### config.mk
export PLATFORM = sky130hd
export DESIGN_NAME = mtl_pixel_fetch
export DESIGN_NICKNAME = d
export VERILOG_FILES = /design/src/rtl/mtl_pixel_fetch.sv
export SDC_FILE = /design/constraint.sdc
export NUM_CORES = 2
export LEC_CHECK = 0
export CAP_MARGIN = 40
export CORE_MARGIN = 3
export CORE_UTILIZATION = 56
export DETAILED_ROUTE_END_ITERATION = 7
export HOLD_SLACK_MARGIN = 0.05
export PLACE_DENSITY = 0.86
export SETUP_SLACK_MARGIN = 0.05
export SYNTH_ARGS = -nofsm -noshare
export SYNTH_HDL_FRONTEND = slang
export SYNTH_SLANG_ARGS = --single-unit
### constraint.sdc
create_clock -name iCLK -period 5.5 [get_ports iCLK]
set_input_delay 1.1 -clock iCLK [delete_from_list [all_inputs] [get_ports iCLK]]
set_output_delay 1.1 -clock iCLK [all_outputs]
set_load 0.005 [all_outputs]
### src/rtl/mtl_pixel_fetch.sv
// -----------------------------------------------------------------------------
// mtl_pixel_fetch
// Upstream feeder of the MTL LCD controller. Prefetches one frame of 32-bit
// pixels (0x00RRGGBB) from SDRAM into a local FIFO using burst read requests.
// Each LCD read enable pops one pixel with a fixed 1-cycle latency. A
// new-frame pulse restarts fetching at the frame base address.
//
// Ports
//   iCLK               pixel/system clock, rising edge
//   iRST_n             asynchronous active-low reset
//   iNewFrame          1-cycle pulse at LCD frame start
//   iFRAME_BASE        frame start word address, sampled on iNewFrame
//   iREAD_EN           LCD pops one pixel this cycle
//   oREAD_DATA         popped pixel, valid the cycle after iREAD_EN
//   oUnderflow         sticky: a pop found the FIFO empty this frame
//   oSDRAM_RD_REQ      burst read request, held until acknowledged
//   oSDRAM_ADDR        burst start word address, stable while REQ is high
//   iSDRAM_RD_ACK      request accepted this cycle
//   iSDRAM_DATA_VALID  one returned burst word this cycle
//   iSDRAM_DATA        returned word, in address order
// -----------------------------------------------------------------------------
module mtl_pixel_fetch #(
    parameter int ADDR_W      = 24,
    parameter int FRAME_WORDS = 384000,
    parameter int BURST_LEN   = 8,
    parameter int FIFO_AW     = 6
) (
    input  logic              iCLK,
    input  logic              iRST_n,
    input  logic              iNewFrame,
    input  logic [ADDR_W-1:0] iFRAME_BASE,
    input  logic              iREAD_EN,
    output logic [31:0]       oREAD_DATA,
    output logic              oUnderflow,
    output logic              oSDRAM_RD_REQ,
    output logic [ADDR_W-1:0] oSDRAM_ADDR,
    input  logic              iSDRAM_RD_ACK,
    input  logic              iSDRAM_DATA_VALID,
    input  logic [31:0]       iSDRAM_DATA
);

    localparam int DEPTH = 2 ** FIFO_AW;
    localparam int REQ_W = $clog2(FRAME_WORDS + 1);
    localparam int CNT_W = FIFO_AW + 1;

    // Constants pre-sized to the counters they are combined with.
    localparam logic [CNT_W:0]    DEPTH_EXT = DEPTH[CNT_W:0];
    localparam logic [CNT_W:0]    BL_EXT    = BURST_LEN[CNT_W:0];
    localparam logic [CNT_W-1:0]  BL_CNT    = BURST_LEN[CNT_W-1:0];
    localparam logic [REQ_W-1:0]  BL_REQ    = BURST_LEN[REQ_W-1:0];
    localparam logic [REQ_W-1:0]  FW_REQ    = FRAME_WORDS[REQ_W-1:0];
    localparam logic [ADDR_W-1:0] BL_ADDR   = BURST_LEN[ADDR_W-1:0];
    localparam logic [CNT_W-1:0]  DEPTH_CNT = DEPTH[CNT_W-1:0];

    typedef enum logic [1:0] {
        IDLE  = 2'd0,
        FETCH = 2'd1,
        DONE  = 2'd2
    } state_t;

    state_t             state_q, state_d;
    logic               req_q, req_d;
    logic [ADDR_W-1:0]  addr_q;
    logic [REQ_W-1:0]   requested_q;
    logic [CNT_W-1:0]   inflight_q, inflight_nxt;
    logic [CNT_W-1:0]   discard_q;
    logic [CNT_W-1:0]   count_q;
    logic [FIFO_AW-1:0] wr_ptr_q, rd_ptr_q;
    logic [31:0]        read_data_q;
    logic               underflow_q;
    logic [31:0]        mem [DEPTH];

    logic ack_take;
    logic beat_valid;
    logic push, pop, empty;
    logic credit_ok, more_to_fetch, last_burst;

    assign ack_take      = req_q & iSDRAM_RD_ACK;
    // A beat with nothing in flight is a leftover from before a reset and is
    // ignored so it cannot corrupt the counters or the FIFO.
    assign beat_valid    = iSDRAM_DATA_VALID & (inflight_q != '0);
    assign empty         = (count_q == '0);
    // A new frame flushes the FIFO, so neither a push nor a pop survives it.
    assign push          = beat_valid & (discard_q == '0) & (count_q != DEPTH_CNT) & ~iNewFrame;
    assign pop           = iREAD_EN & ~empty & ~iNewFrame;
    // Only issue a burst when every word already promised still fits.
    assign credit_ok     = ({1'b0, count_q} + {1'b0, inflight_q} + BL_EXT) <= DEPTH_EXT;
    assign more_to_fetch = requested_q < FW_REQ;
    assign last_burst    = (requested_q + BL_REQ) == FW_REQ;

    assign inflight_nxt  = inflight_q + (ack_take ? BL_CNT : '0)
                         - {{FIFO_AW{1'b0}}, beat_valid};

    // NOTE: every signal driven here gets a default first, so no path through
    // the case leaves it unassigned and no latch is inferred.
    always_comb begin
        state_d = state_q;
        req_d   = 1'b0;
        case (state_q)
            IDLE: ;
            FETCH: begin
                if (req_q) begin
                    req_d = ~iSDRAM_RD_ACK;
                end else begin
                    req_d = credit_ok & more_to_fetch;
                end
                if (ack_take && last_burst) begin
                    state_d = DONE;
                end
            end
            DONE: ;
            default: state_d = IDLE;
        endcase
        // A frame restart wins over everything; an outstanding request is
        // withdrawn unless it is being acknowledged in this very cycle.
        if (iNewFrame) begin
            state_d = FETCH;
            req_d   = 1'b0;
        end
    end

    // NOTE: state registers use non-blocking assignments so every flop samples
    // the pre-edge values regardless of statement order.
    always_ff @(posedge iCLK or negedge iRST_n) begin
        if (!iRST_n) begin
            state_q     <= IDLE;
            req_q       <= 1'b0;
            addr_q      <= '0;
            requested_q <= '0;
            inflight_q  <= '0;
            discard_q   <= '0;
            count_q     <= '0;
            wr_ptr_q    <= '0;
            rd_ptr_q    <= '0;
            read_data_q <= '0;
            underflow_q <= 1'b0;
        end else begin
            state_q    <= state_d;
            req_q      <= req_d;
            inflight_q <= inflight_nxt;
            if (iNewFrame) begin
                addr_q      <= iFRAME_BASE;
                requested_q <= '0;
                // Everything still owed by SDRAM belongs to the old frame,
                // including a burst acknowledged in this cycle.
                discard_q   <= inflight_nxt;
                count_q     <= '0;
                wr_ptr_q    <= '0;
                rd_ptr_q    <= '0;
                read_data_q <= '0;
                underflow_q <= 1'b0;
            end else begin
                if (ack_take) begin
                    addr_q      <= addr_q + BL_ADDR;
                    requested_q <= requested_q + BL_REQ;
                end
                if (beat_valid && discard_q != '0) begin
                    discard_q <= discard_q - 1'b1;
                end
                if (push) begin
                    wr_ptr_q <= wr_ptr_q + 1'b1;
                end
                if (pop) begin
                    rd_ptr_q    <= rd_ptr_q + 1'b1;
                    read_data_q <= mem[rd_ptr_q];
                end else if (iREAD_EN) begin
                    read_data_q <= '0;
                    underflow_q <= 1'b1;
                end
                count_q <= count_q + {{FIFO_AW{1'b0}}, push} - {{FIFO_AW{1'b0}}, pop};
            end
        end
    end

    // NOTE: the storage array has no reset; validity is tracked entirely by
    // the pointers and count, so clearing the words would only cost logic.
    always_ff @(posedge iCLK) begin
        if (push) begin
            mem[wr_ptr_q] <= iSDRAM_DATA;
        end
    end

    assign oREAD_DATA    = read_data_q;
    assign oUnderflow    = underflow_q;
    assign oSDRAM_RD_REQ = req_q;
    assign oSDRAM_ADDR   = addr_q;

endmodule

## Word level (Yosys, flattened, before mapping)

Memory sizes are Yosys's and may differ from the RTL's.
Cells that the tools add are included.

- Bits in registers: 112
- Memory bits (writable): 2048
- Bits of input ports: 62
- Word-level logic and storage cells: 85
- Memories kept: 1

- $add $sub $neg: 11
- Magnitude comparators: 2
- Equality and inequality tests: 7
- Multiplexer cells: 26
- Bitwise gates (word level): 11
- Reductions and logical operators: 16

Memories:

| memory | words | bits a word | read ports | clocked after Yosys merged registers in | write ports | RTL line | text |
|---|---|---|---|---|---|---|---|
| mem | 64 | 32 | 1 | 0 | 1 | 71 | `logic [31:0] mem [DEPTH];` |

Operators with widths:

| operator | count |
|---|---|
| $mux W32 | 3 |
| $mux W24 | 2 |
| $mux W19 | 2 |
| $add A24 B4 Y24 const B | 1 |
| $mux W6 | 4 |
| $mux W7 | 3 |
| $add A19 B4 Y19 const B | 1 |
| $eq A19 B19 Y1 const B | 1 |
| $lt A19 B19 Y1 const B | 1 |
| $logic_not A7 Y1 | 2 |
| $reduce_bool A7 Y1 | 2 |
| $sub A7 B1 Y7 | 2 |
| $add A6 B1 Y6 const B | 2 |
| $reduce_bool A2 Y1 | 5 |
| $add A7 B7 Y8 | 1 |
| $add A8 B4 Y8 const B | 1 |
| $and A1 B1 Y1 | 8 |
| $le A8 B7 Y1 const B | 1 |
| $mux W1 | 8 |
| $add A7 B1 Y7 | 1 |
| $add A7 B4 Y7 | 1 |
| $ne A7 B7 Y1 const B | 1 |
| $sub A7 B1 Y7 const B | 1 |
| $mux W2 | 2 |
| 13 further kinds | 17 |

## Longest topological paths before layout

- Depth in word-level cells: 8
- Mapped depth: 19

## Worst setup path before layout

Ideal clock, no wire load.

- Path kind: input to register
- Start: in iSDRAM_DATA_VALID
- End: mem mem[24][0] (enable)
- Setup time: 0.501 ns
- Data arrival time: 5.204 ns
- Data required time: 4.999 ns
- Setup slack: -0.205 ns
- Cell stages on the path: 5
- Path buffers: 1
- Path through: o31ai_1 > or3_4 > buf_6 > or3_1 > nor4_1

- Cells in the longest elaborated chain, start to end: 6

RTL lines:

| element | RTL line | text |
|---|---|---|
| start: declaration | 38 | `input logic iSDRAM_DATA_VALID,` |
| $and A1 B1 Y1 | 81 | `assign beat_valid = iSDRAM_DATA_VALID & (inflight_q != '0);` |
| $and A1 B1 Y1 (3 in series) | 84 | `assign push = beat_valid & (discard_q == '0) & (count_q != DEPTH_CNT) & ~iNewFrame;` |
| $mux W1 | 178 | `if (push) begin` |
| $mux W1 (implied by the code) | 179 | `mem[wr_ptr_q] <= iSDRAM_DATA;` |
| end: declaration | 71 |  |

No other way between the ends.

## Final worst setup path

- Start: reg inflight_q[4]
- End: reg count_q[6]

- Cells in the longest elaborated chain, start to end: 8

RTL lines:

| element | RTL line | text |
|---|---|---|
| start: declaration | 65 | `logic [CNT_W-1:0] inflight_q, inflight_nxt;` |
| start signal: assignment | 140 | `inflight_q <= inflight_nxt;` |
| $reduce_bool A7 Y1 | 81 |  |
| $and A1 B1 Y1 | 81 |  |
| $and A1 B1 Y1 (3 in series) | 84 |  |
| $add A7 B1 Y7 | 170 | `count_q <= count_q + {{FIFO_AW{1'b0}}, push} - {{FIFO_AW{1'b0}}, pop};` |
| $sub A7 B1 Y7 | 170 |  |
| $mux W7 | 141 | `if (iNewFrame) begin` |
| end signal: assignment | 170 |  |
| end: declaration | 67 | `logic [CNT_W-1:0] count_q;` |

No other way between the ends.
A chain may end at the register's enable or synchronous reset.

==> results.txt <==
* Count of hold-fix buffers inserted at cts: 0
* Data arrival at the endpoint of the critical path: 4.95 ns
- I/O Pins: 120
- Final clock skew: 0.0523 ns
* Wire length per cell after detailed routing: 33.9 µm
- The H-tree generated during clock tree synthesis spans 4 levels.
- Count of standard-cell rows: 141
- CP Launch Type: register
* Distinct cell type count of the synthesized netlist: 64
- The post-route netlist has 18.0% of its cells at a drive strength greater than 1.
- Period Utilization, post-route: 77.5%
- Iteration-0 DRC count of the detailed router: 8,024
- Post_cts resized: 0
* Initial cell density of the core: 56.7%
- Final min period: 4.26 ns
- Final TNS setup: 0 ns
- Measured slew at the worst slew-check pin: 1.06 ns
- Final instance area: 0.0953 mm²
* PwrDens: 409 mW/mm²
* Number of setup violations in the final report: 0
* Synthesized Nets: 4,441
* Average cell area after synthesis: 19.4 µm²
- Via count: 46,300
- The share of total power dissipated in the clock network is 35.5%.
- Counting every instance in the synthesized netlist gives 4,340.
- Static timing analysis puts the maximum clock frequency at 235 MHz.
* Die outline area: 0.155 mm²
- Of the total power, registers draw 47.2%.
- The total overflow left after global routing is 0.
- Max-slew headroom at the worst pin: 29.6%
- Result of the run: complete, no violations
- The worst hold path belongs to the class in -> async.
* Global-route wire length before repair: 329,000 µm
- Most common cell in the netlist: sky130_fd_sc_hd__edfxtp_1
- Critical path required time: 6.19 ns
- For this run, the post-layout net count is 4,663.
- Number of hold violations in the final report: 0
- Final weighted congestion of routability-driven global placement: 0.892
- Area of the mapped netlist: 0.0843 mm²
- Most common library cells after synthesis: sky130_fd_sc_hd__edfxtp_1 (2,048), sky130_fd_sc_hd__mux2i_1 (528), sky130_fd_sc_hd__mux4_2 (271), sky130_fd_sc_hd__a22oi_1 (243), sky130_fd_sc_hd__clkbuf_1 (130)
- Setup slack after placement: 0.700 ns
- Top area cells in the synthesized netlist: sky130_fd_sc_hd__edfxtp_1 (73%), sky130_fd_sc_hd__mux4_2 (7.2%), sky130_fd_sc_hd__mux2i_1 (6.3%), sky130_fd_sc_hd__dfrtp_1 (3.2%), sky130_fd_sc_hd__a22oi_1 (2.2%)
* VDD IR-drop max: 375 µV
* Number of buffers inserted by port buffering: 119
- Total leakage power: 30.0 nW
* Root Buffer: sky130_fd_sc_hd__clkbuf_16
- The number of antenna violations at the first check in global routing was 16.
* Setup repair after global routing missed its margin: no
* Final wirelength: 228,000 µm
- After detailed routing, the number of remaining DRC violations is 0.
- Buffers added to address setup during post-CTS repair amount to 0.
- Critical path class: reg -> reg
- Number of vias per cell: 6.88
* Comb power frac: 17.3%
- The first TritonRoute pass finished after 6 iterations.
* Seq cells post-synth: 2,157
- Count of pins over their slew limit: 0
- Number of global-route vias before repair: 46,200
* Post-layout total power: 39.0 mW
- Crit path capture type: register
- Of all cell types, the one taking the most synthesized area is sky130_fd_sc_hd__edfxtp_1.
- After clock tree synthesis, the clock-pin slew on the worst setup and hold paths is 0.06 ns.
- Clock tree from TritonCTS: built
* Clock sink total: 2,157
- Number of routed nets with antenna violations: 0
* Largest net degree at the start of global routing: 135
* Chip height: 394 µm
- Proportion of total power due to net switching: 26.3%
* EDFF count, synth: 2,048
- Across every metal layer, demand over resource in global routing totals 29.3%.
- Number of warnings issued by yosys: 0
- In the synthesized netlist the dominant register cell turns out to be sky130_fd_sc_hd__edfxtp_1.
* Share of flip-flops with an asynchronous set or reset after synthesis: 5.05%
- Along the worst path, the maximum fanout reaches 12.
- Summing the sequential cell areas from Yosys gives 76.2% of the chip area.
* Insertion delay of the later-clocked pin in the worst-skew pair: 0.86 ns
* Count of max-cap constraint violations: 0
- Summing all placed instances gives a cell area of 0.0887 mm².
- TritonCTS Buffers: 200
- Detailed Place HPWL: 124,000 µm
* Util after Layout: 64.1%
* Maximum root-to-sink buffer count: 3
- Synth top area share: 73.0%
- Measured along the x axis, the die boundary spans 394 µm.
- CORE AREA: 0.149 mm²
- The worst path meets setup with 1.24 ns of slack.
- Cell internal power was estimated by the tool at 28.7 mW.
- Power dissipated by switching net loads: 10.2 mW
- Synth-to-layout area growth: 13.0%
[stage by stage]
| step | instances | hold WS (ns) |
|---|---|---|
| floorplan | 4340 | 0.473 |
| global placement | 6337 | 0.464 |
| detailed placement | 6359 | 0.465 |
| CTS | 6728 | 0.127 |
| global route | 6731 | 0.159 |
| finish | 6736 | 0.165 |
[layout make-up]
type / instances / area (µm²)
flip-flops and latches: 2157 / 64200
fillers: 9098 / 53300
multi-input cells: 1886 / 19200
clock buffers: 259 / 5370
repair buffers: 276 / 2650
well taps: 2002 / 2500
clock inverters: 110 / 1120
inverters: 41 / 154
diodes: 5 / 12.5
[metal layers]
metal | part of all wire (%) | track usage (%) | up-vias
met4 | 5.8 | 14.4 | 14
li1 | - | - | 18200
met5 | 0.039 | 0 | -
met2 | 46 | 44.8 | 4164
met3 | 15 | 9.38 | 777
met1 | 33 | 38.2 | 23200
[state kept, by name, summed over array words and instances (netlist names), 2 cells and up]
signal       count
rd_ptr_q         6
discard_q        7
inflight_q       7
state_q          2
wr_ptr_q         6
mem           2048
oREAD_DATA      32
oSDRAM_ADDR     24
count_q          7
requested_q     16
[logic make-up after synthesis]
group / after synthesis / share of synthesized area (%)
AOI/OAI and AO/OA: 594 / 5.01
xor gates and xnor gates: 60 / 0.623
adders and majority gates: 39 / 0.606
buffers and inverters: 297 / 1.68
DFF: 2157 / 76.2
muxes: 806 / 13.6
and+or+nand+nor: 387 / 2.28
[power groups by stage]
stage / registers [mW] / logic (mW) / clock network [mW]
floorplan: 18.6 / 4.57 / 0
global placement: 18.7 / 6.23 / 0
detailed placement: 18.7 / 6.43 / 0
CTS: 18.4 / 6.61 / 13.9
global route: 18.4 / 7.02 / 14.5
finish: 18.4 / 6.73 / 13.8
[cells in the final DEF, fill, tap and decap left out, types with 25 or more instances in the layout]
master / count
sky130_fd_sc_hd__nor2_1: 63
sky130_fd_sc_hd__nor2_4: 62
sky130_fd_sc_hd__a31oi_1: 53
sky130_fd_sc_hd__clkinv_1: 34
sky130_fd_sc_hd__ha_1: 36
sky130_fd_sc_hd__inv_1: 40
sky130_fd_sc_hd__a221oi_1: 32
sky130_fd_sc_hd__edfxtp_1: 2048
sky130_fd_sc_hd__clkdlybuf4s50_1: 85
sky130_fd_sc_hd__xor2_1: 35
sky130_fd_sc_hd__xnor2_1: 25
sky130_fd_sc_hd__a32o_1: 28
sky130_fd_sc_hd__o22ai_1: 33
sky130_fd_sc_hd__clkbuf_16: 204
sky130_fd_sc_hd__a21oi_1: 54
sky130_fd_sc_hd__o21ai_0: 68
sky130_fd_sc_hd__dfrtp_1: 106
sky130_fd_sc_hd__a22oi_1: 243
sky130_fd_sc_hd__and3_1: 31
sky130_fd_sc_hd__clkbuf_1: 49
sky130_fd_sc_hd__a22o_1: 30
sky130_fd_sc_hd__mux4_2: 271
sky130_fd_sc_hd__clkinv_2: 35
sky130_fd_sc_hd__buf_2: 31
sky130_fd_sc_hd__buf_4: 128
sky130_fd_sc_hd__nand3_1: 60
sky130_fd_sc_hd__mux2i_1: 528
sky130_fd_sc_hd__nand2_1: 64
[critical path, stage by stage (launching register included)]
cell and delay [ns]:
sky130_fd_sc_hd__dfrtp_1 0.39, sky130_fd_sc_hd__inv_1 0.09, sky130_fd_sc_hd__ha_1 0.15, sky130_fd_sc_hd__or4b_1 0.45
sky130_fd_sc_hd__o31ai_1 0.34, sky130_fd_sc_hd__or3_4 0.33, sky130_fd_sc_hd__nor2_1 0.15, sky130_fd_sc_hd__inv_1 0.29
sky130_fd_sc_hd__ha_1 0.29, sky130_fd_sc_hd__inv_1 0.06, sky130_fd_sc_hd__ha_1 0.17, sky130_fd_sc_hd__inv_1 0.07
sky130_fd_sc_hd__fa_1 0.42, sky130_fd_sc_hd__nand2b_1 0.16, sky130_fd_sc_hd__a21oi_1 0.20, sky130_fd_sc_hd__o21ai_0 0.14
sky130_fd_sc_hd__a21oi_1 0.19, sky130_fd_sc_hd__or3_1 0.13, sky130_fd_sc_hd__a21oi_1 0.06
[worst paths after layout]
kind | endpoint | start | cells past startpoint | slack (ns)
max | count_q[6] | inflight_q[4] | 18 | 1.24
min | requested_q[3] | iRST_n | 1 | 0.16
max reg2reg | count_q[6] | inflight_q[4] | 18 | 1.24
min reg2reg | oREAD_DATA[30] | oREAD_DATA[30] | 1 | 0.48
max in group asynchronous | oREAD_DATA[21] | iRST_n | 3 | 4.05
min in group iCLK | oREAD_DATA[30] | oREAD_DATA[30] | 1 | 0.48
Power figures use the tool's default switching activity.
